==> src/rtl/mc_ctrl_if.sv <==
// Control bundle between the multi-cycle controller and the CPU datapath.
// The master side is the controller: it consumes the decoded instruction fields
// and the memory acknowledge, and it drives every enable and select.
interface mc_ctrl_if #(
  parameter int CNT_W = 32
);
  // Datapath -> controller
  logic [5:0]       op;
  logic [5:0]       funct;
  logic             mem_ack;

  // Controller -> datapath
  logic [2:0]       state;
  logic             ir_wr;
  logic             pc_wr;
  logic             npc_sel;
  logic             j;
  logic             jal;
  logic             jr;
  logic             reg_wr;
  logic [1:0]       reg_dst;
  logic [1:0]       mem_to_reg;
  logic             alu_src;
  logic             ext_op;
  logic [2:0]       alu_op;
  logic             mem_req;
  logic             mem_wr;
  logic             illegal;
  logic [CNT_W-1:0] instr_cnt;

  modport master (
    input  op, funct, mem_ack,
    output state, ir_wr, pc_wr, npc_sel, j, jal, jr, reg_wr, reg_dst,
           mem_to_reg, alu_src, ext_op, alu_op, mem_req, mem_wr, illegal,
           instr_cnt
  );

  modport slave (
    output op, funct, mem_ack,
    input  state, ir_wr, pc_wr, npc_sel, j, jal, jr, reg_wr, reg_dst,
           mem_to_reg, alu_src, ext_op, alu_op, mem_req, mem_wr, illegal,
           instr_cnt
  );
endinterface

==> src/rtl/mc_ctrl.sv <==
// Multi-cycle control FSM for the MIPS-subset CPU. Steps each instruction
// through IF/ID/EXE/MEM/WB, issues per-state enables and selects, handshakes
// with data memory and counts retired instructions (one per pc_wr pulse).
module mc_ctrl #(
  parameter bit MEM_HS = 1'b1,  // 1: MEM waits for mem_ack; 0: MEM is one cycle
  parameter int CNT_W  = 32
) (
  input  logic        clk,
  input  logic        reset,    // synchronous, active low
  mc_ctrl_if.master   bus
);

  typedef enum logic [2:0] {
    S_IF  = 3'd0,
    S_ID  = 3'd1,
    S_EXE = 3'd2,
    S_MEM = 3'd3,
    S_WB  = 3'd4
  } state_e;

  typedef enum logic [3:0] {
    I_ADDU, I_SUBU, I_JR, I_ORI, I_LUI, I_LW, I_SW, I_BEQ, I_J, I_JAL, I_ILL
  } instr_e;

  localparam logic [1:0] DST_RT = 2'd0, DST_RD = 2'd1, DST_RA = 2'd2;
  localparam logic [1:0] WB_ALU = 2'd0, WB_MEM = 2'd1, WB_PC4 = 2'd2;
  localparam logic [2:0] ALU_ADD = 3'd0, ALU_SUB = 3'd1, ALU_OR = 3'd2, ALU_LUI = 3'd3;

  typedef struct packed {
    logic       ir_wr;
    logic       pc_wr;
    logic       npc_sel;
    logic       j;
    logic       jal;
    logic       jr;
    logic       reg_wr;
    logic [1:0] reg_dst;
    logic [1:0] mem_to_reg;
    logic       alu_src;
    logic       ext_op;
    logic [2:0] alu_op;
    logic       mem_req;
    logic       mem_wr;
    logic       illegal;
  } ctl_t;

  state_e           state_q, state_d;
  logic [CNT_W-1:0] cnt_q, cnt_d;
  instr_e           instr;
  ctl_t             ctl;
  logic             alu_src_x, ext_op_x;
  logic [2:0]       alu_op_x;
  logic             mem_done;

  // Decode op/funct into an instruction class; funct only matters for op 0.
  always_comb begin
    instr = I_ILL;
    case (bus.op)
      6'h00: begin
        case (bus.funct)
          6'h21:   instr = I_ADDU;
          6'h23:   instr = I_SUBU;
          6'h08:   instr = I_JR;
          default: instr = I_ILL;
        endcase
      end
      6'h0D:   instr = I_ORI;
      6'h0F:   instr = I_LUI;
      6'h23:   instr = I_LW;
      6'h2B:   instr = I_SW;
      6'h04:   instr = I_BEQ;
      6'h02:   instr = I_J;
      6'h03:   instr = I_JAL;
      default: instr = I_ILL;
    endcase
  end

  // ALU operand/extension controls; shared by EXE and MEM so the load/store
  // address stays stable while the memory access is in flight.
  always_comb begin
    alu_src_x = 1'b0;
    ext_op_x  = 1'b0;
    alu_op_x  = ALU_ADD;
    case (instr)
      I_SUBU: alu_op_x = ALU_SUB;
      I_ORI:  begin alu_src_x = 1'b1; alu_op_x = ALU_OR; end
      I_LUI:  begin alu_src_x = 1'b1; alu_op_x = ALU_LUI; end
      I_LW,
      I_SW:   begin alu_src_x = 1'b1; ext_op_x = 1'b1; end
      I_BEQ:  begin ext_op_x = 1'b1; alu_op_x = ALU_SUB; end
      default: ;
    endcase
  end

  // Next-state and per-state control outputs.
  always_comb begin
    // NOTE: every output gets a default before the case so no path leaves a
    // signal unassigned; an unassigned path would infer a latch.
    state_d  = state_q;
    ctl      = '0;
    mem_done = (MEM_HS == 1'b0) || bus.mem_ack;

    case (state_q)
      S_IF: begin
        ctl.ir_wr = 1'b1;
        state_d   = S_ID;
      end

      S_ID: begin
        case (instr)
          I_J:     begin ctl.pc_wr = 1'b1; ctl.j  = 1'b1;      state_d = S_IF; end
          I_JR:    begin ctl.pc_wr = 1'b1; ctl.jr = 1'b1;      state_d = S_IF; end
          I_ILL:   begin ctl.pc_wr = 1'b1; ctl.illegal = 1'b1; state_d = S_IF; end
          I_JAL:   state_d = S_WB;
          default: state_d = S_EXE;
        endcase
      end

      S_EXE: begin
        ctl.alu_src = alu_src_x;
        ctl.ext_op  = ext_op_x;
        ctl.alu_op  = alu_op_x;
        case (instr)
          I_BEQ: begin
            ctl.npc_sel = 1'b1;
            ctl.pc_wr   = 1'b1;
            state_d     = S_IF;
          end
          I_LW, I_SW:                    state_d = S_MEM;
          I_ADDU, I_SUBU, I_ORI, I_LUI:  state_d = S_WB;
          default:                       state_d = S_IF;
        endcase
      end

      S_MEM: begin
        ctl.alu_src = alu_src_x;
        ctl.ext_op  = ext_op_x;
        ctl.alu_op  = alu_op_x;
        ctl.mem_req = 1'b1;
        ctl.mem_wr  = (instr == I_SW);
        if (mem_done) begin
          if (instr == I_SW) begin
            ctl.pc_wr = 1'b1;
            state_d   = S_IF;
          end else begin
            state_d   = S_WB;
          end
        end
      end

      S_WB: begin
        ctl.reg_wr = 1'b1;
        ctl.pc_wr  = 1'b1;
        state_d    = S_IF;
        case (instr)
          I_ADDU, I_SUBU: begin ctl.reg_dst = DST_RD; ctl.mem_to_reg = WB_ALU; end
          I_LW:           begin ctl.reg_dst = DST_RT; ctl.mem_to_reg = WB_MEM; end
          I_JAL: begin
            ctl.reg_dst    = DST_RA;
            ctl.mem_to_reg = WB_PC4;
            ctl.jal        = 1'b1;
          end
          default:        begin ctl.reg_dst = DST_RT; ctl.mem_to_reg = WB_ALU; end
        endcase
      end

      default: state_d = S_IF;
    endcase

    // Reset holds every enable low, including ir_wr.
    if (!reset) ctl = '0;
  end

  // Retired-instruction count advances on every PC commit and wraps naturally.
  always_comb begin
    cnt_d = cnt_q + CNT_W'(ctl.pc_wr);
  end

  // State and counter registers with synchronous active-low reset.
  always_ff @(posedge clk) begin
    // NOTE: sequential state is updated with non-blocking assignments so all
    // flops sample their inputs from the same pre-edge values.
    if (!reset) begin
      state_q <= S_IF;
      cnt_q   <= '0;
    end else begin
      state_q <= state_d;
      cnt_q   <= cnt_d;
    end
  end

  assign bus.state      = state_q;
  assign bus.ir_wr      = ctl.ir_wr;
  assign bus.pc_wr      = ctl.pc_wr;
  assign bus.npc_sel    = ctl.npc_sel;
  assign bus.j          = ctl.j;
  assign bus.jal        = ctl.jal;
  assign bus.jr         = ctl.jr;
  assign bus.reg_wr     = ctl.reg_wr;
  assign bus.reg_dst    = ctl.reg_dst;
  assign bus.mem_to_reg = ctl.mem_to_reg;
  assign bus.alu_src    = ctl.alu_src;
  assign bus.ext_op     = ctl.ext_op;
  assign bus.alu_op     = ctl.alu_op;
  assign bus.mem_req    = ctl.mem_req;
  assign bus.mem_wr     = ctl.mem_wr;
  assign bus.illegal    = ctl.illegal;
  assign bus.instr_cnt  = cnt_q;

endmodule
==> src/flat_wrapper.sv <==
// flat-port wrapper written by rule: the top's interface ports become plain ports
module mc_ctrl_flat 
#(
  parameter bit MEM_HS = 1'b1,                                                  
  parameter int CNT_W  = 32
)
  (clk, reset, bus_op, bus_funct, bus_mem_ack, bus_state, bus_ir_wr, bus_pc_wr, bus_npc_sel, bus_j, bus_jal, bus_jr, bus_reg_wr, bus_reg_dst, bus_mem_to_reg, bus_alu_src, bus_ext_op, bus_alu_op, bus_mem_req, bus_mem_wr, bus_illegal, bus_instr_cnt);
  mc_ctrl_if #(.CNT_W(CNT_W)) bus_i ();
  input  logic clk;
  input  logic reset;
  input wire logic [$bits(bus_i.op)-1:0] bus_op;
  input wire logic [$bits(bus_i.funct)-1:0] bus_funct;
  input wire logic [$bits(bus_i.mem_ack)-1:0] bus_mem_ack;
  output wire logic [$bits(bus_i.state)-1:0] bus_state;
  output wire logic [$bits(bus_i.ir_wr)-1:0] bus_ir_wr;
  output wire logic [$bits(bus_i.pc_wr)-1:0] bus_pc_wr;
  output wire logic [$bits(bus_i.npc_sel)-1:0] bus_npc_sel;
  output wire logic [$bits(bus_i.j)-1:0] bus_j;
  output wire logic [$bits(bus_i.jal)-1:0] bus_jal;
  output wire logic [$bits(bus_i.jr)-1:0] bus_jr;
  output wire logic [$bits(bus_i.reg_wr)-1:0] bus_reg_wr;
  output wire logic [$bits(bus_i.reg_dst)-1:0] bus_reg_dst;
  output wire logic [$bits(bus_i.mem_to_reg)-1:0] bus_mem_to_reg;
  output wire logic [$bits(bus_i.alu_src)-1:0] bus_alu_src;
  output wire logic [$bits(bus_i.ext_op)-1:0] bus_ext_op;
  output wire logic [$bits(bus_i.alu_op)-1:0] bus_alu_op;
  output wire logic [$bits(bus_i.mem_req)-1:0] bus_mem_req;
  output wire logic [$bits(bus_i.mem_wr)-1:0] bus_mem_wr;
  output wire logic [$bits(bus_i.illegal)-1:0] bus_illegal;
  output wire logic [$bits(bus_i.instr_cnt)-1:0] bus_instr_cnt;
  assign bus_i.op = bus_op;
  assign bus_i.funct = bus_funct;
  assign bus_i.mem_ack = bus_mem_ack;
  assign bus_state = bus_i.state;
  assign bus_ir_wr = bus_i.ir_wr;
  assign bus_pc_wr = bus_i.pc_wr;
  assign bus_npc_sel = bus_i.npc_sel;
  assign bus_j = bus_i.j;
  assign bus_jal = bus_i.jal;
  assign bus_jr = bus_i.jr;
  assign bus_reg_wr = bus_i.reg_wr;
  assign bus_reg_dst = bus_i.reg_dst;
  assign bus_mem_to_reg = bus_i.mem_to_reg;
  assign bus_alu_src = bus_i.alu_src;
  assign bus_ext_op = bus_i.ext_op;
  assign bus_alu_op = bus_i.alu_op;
  assign bus_mem_req = bus_i.mem_req;
  assign bus_mem_wr = bus_i.mem_wr;
  assign bus_illegal = bus_i.illegal;
  assign bus_instr_cnt = bus_i.instr_cnt;
  mc_ctrl #(.MEM_HS(MEM_HS), .CNT_W(CNT_W)) u_core (.clk(clk), .reset(reset), .bus(bus_i));
endmodule
==> config.mk <==
export PLATFORM = sky130hd
export DESIGN_NAME = mc_ctrl_flat
export DESIGN_NICKNAME = d
export VERILOG_FILES = /design/src/rtl/mc_ctrl_if.sv /design/src/rtl/mc_ctrl.sv /design/src/flat_wrapper.sv
export SDC_FILE = /design/constraint.sdc
export NUM_CORES = 1
export LEC_CHECK = 0
export ABC_CLOCK_PERIOD_IN_PS = 6400
export CAP_MARGIN = 25
export CORE_UTILIZATION = 52
export CTS_CLUSTER_SIZE = 24
export DETAILED_ROUTE_END_ITERATION = 16
export PLACE_DENSITY = 0.95
export SLEW_MARGIN = 20
export SYNTH_ARGS = -nofsm -noshare
export SYNTH_HDL_FRONTEND = slang
export SYNTH_SLANG_ARGS = --single-unit
export TNS_END_PERCENT = 1
==> constraint.sdc <==
create_clock -name clk -period 6.4 [get_ports clk]
set_input_delay 1.28 -clock clk [delete_from_list [all_inputs] [get_ports clk]]
set_output_delay 1.28 -clock clk [all_outputs]
set_load 0.005 [all_outputs]
# Word level (Yosys, flattened, before mapping)
# Index checks and enable logic that the tools add are counted.
[classes] addsub=1 n_eq_ne=25 muxes=30 reduce_logical=11
[op_table] op="$add A32 B1 Y32" count=1
[op_table] op="$pmux W4 S8" count=1
[op_table] op="$eq A6 B6 Y1 const B" count=4
[op_table] op="$pmux W4 S3" count=2
[op_table] op="$mux W19" count=1
[op_table] op="$eq A6 B4 Y1 const B" count=3
[op_table] op="$eq A4 B3 Y1 const B" count=4
[op_table] op="$mux W1" count=15
[op_table] op="$eq A4 B4 Y1 const B" count=3
[op_table] op="$eq A6 B2 Y1 const B" count=2
[op_table] op="$pmux W3 S2" count=2
[op_table] op="$pmux W3 S4" count=1
[op_table] op="$mux W5" count=2
[op_table] op="$eq A4 B2 Y1 const B" count=2
[op_table] op="$reduce_or A2 Y1" count=4
[op_table] op="$reduce_or A4 Y1" count=2
[op_table] op="$eq A3 B2 Y1 const B" count=2
[op_table] op="$eq A6 B3 Y1 const B" count=1
[op_table] op="$logic_not A6 Y1" count=1
[op_table] op="$mux W3" count=2
[op_table] op="$pmux W2 S3" count=1
[op_table] op="$reduce_or A3 Y1" count=2
[op_table] op="$eq A4 B1 Y1 const B" count=1
[op_table] op="$logic_not A4 Y1" count=1
[op_table] op="other kinds (6)" count=7
[word_totals] regBits=35 elab_cells=69

# Longest topological paths before layout
[logic_depth] ltp_word=9 mapped_depth=13 mapped_depth_nobuf=10

# Worst setup path after synthesis
# No wires, ideal clock.
[synth_timing] kind="input to register" startpoint="in bus_op[5]" endpoint="reg u_core.cnt_q[26], in the netlist u_core.bus.instr_cnt[26]" arrival_time_ns=3.885 slack_ns=2.444 cell_stages=13 n_path_buf=3 path_cell_list="buf_6 > or4_1 > o211ai_2 > a22oi_1 > o311ai_1 > ha_1 > ha_1 > and2_1 > buf_2 > nand3_4 > buf_6 > nor4_1 > mux2i_1"
[synth_between] elab_chain_len=8 word_cells_on_any_way=22 cone_classes="add/sub: 1; eq/ne: 12; mux: 7; reduce/logical: 2"
[synth_rtl] item="start: declaration" line_no="flat_wrapper.sv:11" rtl="input wire logic [$bits(bus_i.op)-1:0] bus_op;"
[synth_rtl] item="$eq A6 B2 Y1 (tied with other cells)" line_no="mc_ctrl.sv:58" rtl="case (bus.op)"
[synth_rtl] item="$pmux W4 S8 *" line_no="mc_ctrl.sv:58"
[synth_rtl] item="$eq A4 B4 Y1 (tied with other cells)" line_no="mc_ctrl.sv:110" rtl="case (instr)"
[synth_rtl] item="$reduce_or A3 Y1 (no source line) / $mux W1 (equally long branches)"
[synth_rtl] item="$mux W1 (on tied branches)" line_no="mc_ctrl.sv:110, mc_ctrl.sv:141"
[synth_rtl] item="$pmux W1 S4 *" line_no="mc_ctrl.sv:103" rtl="case (state_q)"
[synth_rtl] item="$mux W19 *" line_no="mc_ctrl.sv:171" rtl="if (!reset) ctl = '0;"
[synth_rtl] item="net bus_pc_wr" line_no="flat_wrapper.sv:16" rtl="output wire logic [$bits(bus_i.pc_wr)-1:0] bus_pc_wr;"
[synth_rtl] item="$add A32 B1 Y32 *" line_no="mc_ctrl.sv:176" rtl="cnt_d = cnt_q + CNT_W'(ctl.pc_wr);"
[synth_rtl] item="end signal: assignment" line_no="mc_ctrl.sv:188" rtl="cnt_q <= cnt_d;"
[synth_rtl] item="end: declaration" line_no="mc_ctrl.sv:48" rtl="logic [CNT_W-1:0] cnt_q, cnt_d;"
# Mark *: on every way through the listed nets, which the timed path passes. The rest lies on a longest branch.
# A chain may end at the register's enable or synchronous reset.

# Worst setup path after layout
[layout_timing] startpoint="in bus_op[4]" endpoint="out bus_pc_wr"
[layout_between] elab_chain_len=7 word_cells_on_any_way=21 cone_classes="eq/ne: 12; mux: 7; reduce/logical: 2"
[layout_rtl] item="$eq A6 B2 Y1 (tied with other cells)" line_no="mc_ctrl.sv:58"
[layout_rtl] item="$pmux W4 S8 *" line_no="mc_ctrl.sv:58"
[layout_rtl] item="$eq A4 B4 Y1 (tied with other cells)" line_no="mc_ctrl.sv:110"
[layout_rtl] item="$reduce_or A3 Y1 (no source line) / $mux W1 (equally long branches)"
[layout_rtl] item="$mux W1 (on tied branches)" line_no="mc_ctrl.sv:110, mc_ctrl.sv:141"
[layout_rtl] item="$pmux W1 S4 *" line_no="mc_ctrl.sv:103"
[layout_rtl] item="$mux W19 *" line_no="mc_ctrl.sv:171"
[layout_rtl] item="end: declaration" line_no="flat_wrapper.sv:16"
# Every way passes the cells marked *; elsewhere a longest branch is shown, timed or not.

==> results <==
- The start point of the critical path is bus_op[4].
- The worst setup path is of the input pin to primary output kind.
- In the final layout, the multi-input gates occupy 1490 um^2.
- The netlist uses 60 different library cells.
- The count of nets left with antenna violations once routing finished came out at 0.
- The count of final hold-check violations is 0.
- Final hold analysis gives a worst-case slack of 0.483 ns.
- In this run the worst path has a maximum fanout of 12.
- The most used flip-flop cell after synthesis is sky130_fd_sc_hd__dfxtp_1.
- IR analysis of the VDD net gives a maximum drop of 0.0838 mV.
- The total number of H-tree levels is 2.
- The signal arrival time at the worst endpoint is 3.83 ns.
- The library cell with the highest instance count after synthesis is sky130_fd_sc_hd__dfxtp_1.
- The number of maximum-capacitance violations is 0.
- The number of filler cells placed in the layout is 327.
- The required time of the worst setup path is 5.12 ns.
- The detailed-placement wirelength estimate is 4370 um.
- TritonCTS built the clock tree.
- The achievable clock frequency is 196 MHz.
- The cell accounting for the most synthesized area is sky130_fd_sc_hd__dfxtp_1.
- The die is 69.4 um tall.
- The first global-routing pass estimated 10300 um of wire.
- The element type at the critical path start is an input pin.
- Yosys attributes the largest share of cell area to sky130_fd_sc_hd__dfxtp_1 (30%), sky130_fd_sc_hd__nand4_1 (3.7%), sky130_fd_sc_hd__xor2_1 (3.7%), sky130_fd_sc_hd__o31ai_1 (3.5%), sky130_fd_sc_hd__or4_1 (3.5%).
- The synthesized netlist occupies a cell area of 2360 um^2.
- The share of Yosys cell area claimed by the top area cell type is 0.296.
- The die covers slightly below 5000 um^2.
- The detailed-router iteration count before antenna repair is 4.
- The core region is 4350 um^2.
- The final layout contains 341 nets.
- The remaining global-route overflow is 0.
- The clock skew is a little over 0.008 ns.
- Across the whole layout, storage elements account for 701 um^2.
- The share of the yosys chip area belonging to registers is 0.296.
- The cell sitting at the root of the clock tree is a sky130_fd_sc_hd__clkbuf_8.
- Using the TritonRoute via totals, the vias-per-cell ratio works out to 6.17.
- The via count of the first global-routing pass came to 2204.
- The number of nets handed over by synthesis was 287.
- The sequential fraction of design power is 0.512.
- The clock buffer count from CTS is 5.
- The number of gates resized after CTS was 0.
- Of the total power, the clock network draws 0.360.
- A synthesized cell averages just under 9 um^2.
- The starting DRC count in detailed routing is 149.
- The worst path needs 5.11 ns of the cycle, external delays included.
- The diode insertion count for antenna repair is 0.
- The die span in x is 69.4 um.
- The routability-driven placement congestion ratio is 0.911.
- The overall via count from detail_route is about 2300.
- The transition time of the tightest slew-check pin is approximately 0.74 ns.
- Compared with the post-synthesis result, the final layout area differs by 29.0%.
- In this run the tightest slew margin relative to its limit is 0.509.
- Of the total power, combinational logic draws 0.127.
- Setup violations remaining at the end of the flow were counted as 0.
- The number of flops mapped to enable cells by yosys is 0.
- The hold path startpoint is u_core.bus.instr_cnt[31].
- For this design the ratio of total power to cell area is 143 nW/um^2.
- Summed over all failing endpoints, the final setup total negative slack is 0 ns.
- Hold repair after CTS inserted 0 buffers.
- The final number of max-transition violations came to 0.
- In this run, synthesis produced a sequential element count of 35.
- Setup repair after global routing left no endpoint under its margin.
- Ranked by instance count, the synthesized netlist is headed by sky130_fd_sc_hd__dfxtp_1 (35), sky130_fd_sc_hd__nand2_1 (19), sky130_fd_sc_hd__nor2_1 (19), sky130_fd_sc_hd__a21oi_1 (16), sky130_fd_sc_hd__nand4_1 (14).
- In the final layout, the share of cells above drive strength 1 is 0.0892.
- The static leakage power is 0.981 nW.
- Once placement finished, the instance area stood at 2970 um^2.
- The later pin in the worst-skew pair is clocked with a latency of 0.29 ns.
- STA classifies the critical path endpoint as a primary output.
- Of the total power, the share spent switching nets is 0.259.
- During placement, the flow inserted port buffers numbering 67.
- The number of sinks handled by clock tree synthesis is 35.
- Clock-pin slew was measured on the worst setup and hold paths at 0.07 ns.
- The count of mapped cells out of synthesis is 270.
- The path class of the tightest hold or removal check is register to register.
- The flow ran to the end, and the final reports show no timing, DRC or antenna violations.
- In the finished design, the share of the clock period the worst path needs comes to 0.799.
- In the global route stage, overall resource usage came out at 0.261.
- The launching point of the worst reg2reg path is u_core.bus.state[2].
- The number of antenna violations at the first check in global routing was 0.
- Entering global routing, the biggest net connects 25 pins.
- The final layout contains routed wiring with a total length of around 6000 um.
- Internal power comes to 0.000323 W.
- Of all flip-flops after synthesis, the portion carrying an async set or reset was 0.
- The initial cell density of the core is 0.543.
- The utilization after layout is 0.701.
- The synthesis warning total is 0.
- The number of setup buffers added after CTS is 0.
- The clock passes through at most 2 buffers.
- The analysis attributes to net switching a power of roughly 0.00011 W.
- Row generation in the floorplan step produced 24 rows.
- In the final routed layout, each cell accounts on average for 16.2 um.
- Once layout is done, the placed cells without fillers occupy 3050 um^2.
- The number of top-level design ports is 69.
- The remaining routing DRC violations is 0.
-- path summary, 6_finish.rpt --
kind	end	slack [ns]	cells past startpoint
setup / recovery	bus_pc_wr	1.29	6
hold reg to reg	u_core.bus.instr_cnt[31]	0.48	2
setup reg to reg	u_core.bus.instr_cnt[20]	3.18	10
hold / removal	u_core.bus.instr_cnt[31]	0.48	2
-- kinds of logic after synthesis --
kind of cell | synth area share
and+or+nand+nor | 0.368
muxes | 0.0127
DFF | 0.296
buffers and inverters | 0.0757
other | 0.00159
AOI/OAI and AO/OA | 0.190
adders and majority gates | 0.0106
xor gates and xnor gates | 0.0444
-- registers in the layout, summed over array words and instances, names as in the netlist --
name and flops:
u_core.bus.instr_cnt 32, u_core.bus.state 3
-- cell type report --
class                   count  share of cell area
multi-input cells         204               0.487
flip-flops and latches     35               0.230
repair buffers             68               0.222
clock buffers               6              0.0238
well taps                  52              0.0213
inverters                  10              0.0123
clock inverters             2             0.00410
-- worst max-delay path, cell delays in order --
cell and delay (ns):
sky130_fd_sc_hd__clkdlybuf4s50_1 0.73, sky130_fd_sc_hd__nor4_4 0.52, sky130_fd_sc_hd__o211ai_4 0.17, sky130_fd_sc_hd__and3_1 0.18
sky130_fd_sc_hd__o311ai_1 0.38, sky130_fd_sc_hd__clkdlybuf4s50_1 0.58
-- cell usage in the layout (no fill, tap or decap), types with 9 or more instances in the layout --
cell type	Yosys	final
sky130_fd_sc_hd__or4_1	11	11
sky130_fd_sc_hd__nand2_1	19	19
sky130_fd_sc_hd__dfxtp_1	35	35
sky130_fd_sc_hd__nor2_1	19	19
sky130_fd_sc_hd__nand3_1	9	9
sky130_fd_sc_hd__o31ai_1	11	11
sky130_fd_sc_hd__a21oi_1	16	16
sky130_fd_sc_hd__nand2b_1	9	9
sky130_fd_sc_hd__clkdlybuf4s50_1	0	67
sky130_fd_sc_hd__xor2_1	10	10
sky130_fd_sc_hd__nand4_1	14	14
sky130_fd_sc_hd__inv_1	10	10
-- per-layer routing --
metal	track usage	wire length, um	vias up
met5	0	0	-
met4	0.0884	75	0
met3	0.0552	331	8
met2	0.431	3020	82
met1	0.338	2680	1109
li1	-	-	1128
-- through the flow --
step,instances,setup slack [ns],total power [W]
finish,377,1.29,0.000436
global route,377,1.11,0.000455
global placement,369,1.37,0.000282
detailed placement,369,1.30,0.000283
floorplan,270,2.44,0.000259
CTS,377,1.28,0.000440
-- power groups by stage --
| stage | clock network (W) | registers [W] | logic [W] |
|---|---|---|---|
| 6_report | 0.000157 | 0.000223 | 0.0000556 |
| 5_1_grt | 0.000171 | 0.000224 | 0.0000606 |
| 4_1_cts | 0.000161 | 0.000223 | 0.0000556 |
| 3_5_place_dp | 0 | 0.000228 | 0.0000553 |
| 3_3_place_gp | 0 | 0.000228 | 0.0000541 |
| 2_1_floorplan | 0 | 0.000227 | 0.0000326 |
(Power assumes the default switching activity.)
==> RTL change, RTL diff (same settings) <==
`CNT_W` is set to 32 in 3 places; all go to 16.
--- a/src/rtl/mc_ctrl_if.sv
+++ b/src/rtl/mc_ctrl_if.sv
@@ -2,7 +2,7 @@
 // The master side is the controller: it consumes the decoded instruction fields
 // and the memory acknowledge, and it drives every enable and select.
 interface mc_ctrl_if #(
-  parameter int CNT_W = 32
+  parameter int CNT_W = 16
 );
   // Datapath -> controller
   logic [5:0]       op;
--- a/src/rtl/mc_ctrl.sv
+++ b/src/rtl/mc_ctrl.sv
@@ -3,7 +3,7 @@
 // with data memory and counts retired instructions (one per pc_wr pulse).
 module mc_ctrl #(
   parameter bit MEM_HS = 1'b1,  // 1: MEM waits for mem_ack; 0: MEM is one cycle
-  parameter int CNT_W  = 32
+  parameter int CNT_W  = 16
 ) (
   input  logic        clk,
   input  logic        reset,    // synchronous, active low
--- a/src/flat_wrapper.sv
+++ b/src/flat_wrapper.sv
@@ -2,7 +2,7 @@
 module mc_ctrl_flat 
 #(
   parameter bit MEM_HS = 1'b1,                                                  
-  parameter int CNT_W  = 32
+  parameter int CNT_W  = 16
 )
   (clk, reset, bus_op, bus_funct, bus_mem_ack, bus_state, bus_ir_wr, bus_pc_wr, bus_npc_sel, bus_j, bus_jal, bus_jr, bus_reg_wr, bus_reg_dst, bus_mem_to_reg, bus_alu_src, bus_ext_op, bus_alu_op, bus_mem_req, bus_mem_wr, bus_illegal, bus_instr_cnt);
   mc_ctrl_if #(.CNT_W(CNT_W)) bus_i ();
Interface: changed (resized bus_instr_cnt); port bits go from 69 to 53. The function was not compared with the original's and may differ.
==> RTL change against the unedited design <==
Worst setup slack got worse by 0.42 ns; design area is 36% lower; clock skew fell by 0.00059 ns; total power fell by 48%; routed wire length down 41%; cell count decreased by 32%; synthesized area decreased by 39%; sequential cell count down 16; critical endpoint unchanged; highest routed layer unchanged.
==> RTL change: results <==
export IMPL_setup_ws_ns=0.868
export IMPL_post_route_cells_drive_above_1_share=0.0800
export IMPL_drt_iter0_drc=35
export IMPL_wl_met1_mm=1.51
export IMPL_min_from="u_core.bus.instr_cnt[11]"
export IMPL_clk_root_buffer_cell="sky130_fd_sc_hd__clkbuf_4"
export IMPL_synth_area_in_compound_gates=0.139
export IMPL_postSynthAreaPerCell_um2=8.03
export IMPL_gr_layer_usage_met2=0.480
export IMPL_r2r_setup_slk_ns=3.68
export IMPL_timing_critical_path_slowest_cell_delay_ns=0.67
export IMPL_post_place_cells=251
export IMPL_routed_wirelength_mm=3.58
export IMPL_post_synth_xor_area_fraction=0.0724
export IMPL_adder_and_majority_gate_portion_of_the_synthesized_area=0.0172
export IMPL_seq_area_frac_synth=0.262
export IMPL_timing_hold_worst_endpoint="u_core.bus.instr_cnt[11]"
export IMPL_place_port_buffers=51
export IMPL_wire_length_of_the_first_global_routing_pass_mm=5.58
export IMPL_multiplexer_share_of_the_synthesized_area=0
export IMPL_yosys_top_cells_area="sky130_fd_sc_hd__dfxtp_1 (26%), sky130_fd_sc_hd__and2_1 (6.9%), sky130_fd_sc_hd__xnor2_1 (4.8%), sky130_fd_sc_hd__nor2_1 (3.6%), sky130_fd_sc_hd__and3_1 (3.4%)"
export IMPL_gr_usage_all_layers=0.255
export IMPL_worst_clock_skew_ns=0.00749
export IMPL_worst_endpoint_arrival_ns=4.25
export IMPL_cts_buffers=3
export IMPL_routed_wl_met2_mm=1.80
export IMPL_switching_share=0.267
export IMPL_hold_ws_ns=0.512
export IMPL_final_nets=243
export IMPL_grt_pass1_vias=1298
export IMPL_gr_usage_met1=0.288
export IMPL_place_area_um2=1930
export IMPL_synth_common_cells="sky130_fd_sc_hd__dfxtp_1 (19), sky130_fd_sc_hd__and2_1 (16), sky130_fd_sc_hd__nor2_1 (14)"
export IMPL_min_path_cells=2
export IMPL_crit_reg2reg_launch="u_core.bus.state[0]"
export IMPL_leakagePower_nw=0.741
export IMPL_pin_count_of_the_biggest_net_entering_global_routing=22
export IMPL_status="finished clean"
export IMPL_grt_met3_usage=0.0417
export IMPL_critical_path_origin="bus_op[2]"
export IMPL_met3RoutedLength_um=211
export IMPL_power_ir_vdd_worst_mv=0.0983
export IMPL_largest_register_ff_count=16
export IMPL_max_slew_margin=0.625
export IMPL_clkSlewWorstSetupHoldPaths_ns=0.11
export IMPL_placer_congestion=0.933
export IMPL_cts_htree_levels=1
export IMPL_worst_r2r_dst="u_core.bus.instr_cnt[15]"
==> RTL change: cell count changes in the layout (fill, tap and decap cells not counted), moves of 7 or more <==
cell	unedited run	this run
sky130_fd_sc_hd__clkdlybuf4s50_1	67	51
sky130_fd_sc_hd__dfxtp_1	35	19
sky130_fd_sc_hd__a21oi_1	16	4
sky130_fd_sc_hd__o31ai_1	11	0
sky130_fd_sc_hd__or4_1	11	0
sky130_fd_sc_hd__and2_1	7	16
sky130_fd_sc_hd__nand2b_1	9	2
sky130_fd_sc_hd__nand4_1	14	7
==> RTL change: area by class of cell <==
type	count	area, µm²
fillers	205	613
repair buffers	51	510
flip-flops and latches	19	380
well taps	30	37.5
clock inverters	1	5.00
clock buffers	3	22.5
multi-input cells	145	976
inverters	6	22.5
==> RTL change: power by group through the flow <==
| stage | logic [mW] | clock network, mW | registers [mW] |
|---|---|---|---|
| 2_1_floorplan | 0.0266 | 0 | 0.124 |
| 3_3_place_gp | 0.0424 | 0 | 0.124 |
| 3_5_place_dp | 0.0439 | 0 | 0.124 |
| 4_1_cts | 0.0441 | 0.0598 | 0.122 |
| 5_1_grt | 0.0487 | 0.0654 | 0.122 |
| 6_report | 0.0443 | 0.0596 | 0.122 |
==> RTL change: stage by stage <==
stage | total power, mW | utilization
finish | 0.226 | 0.761
global route | 0.236 | 0.761
CTS | 0.226 | 0.761
detailed placement | 0.168 | 0.750
global placement | 0.167 | 0.750
floorplan | 0.150 | -
==> RTL change: logic make-up (layout without fill, tap and decap cells) <==
kind of cell	after synthesis	count (layout)
buffers and inverters	17	61
flip-flops	19	19
other	1	1
adder cells (fa/ha/maj)	2	2
XOR/XNOR	12	12
AO/OA/AOI/OAI	26	26
AND/OR/NAND/NOR	104	104
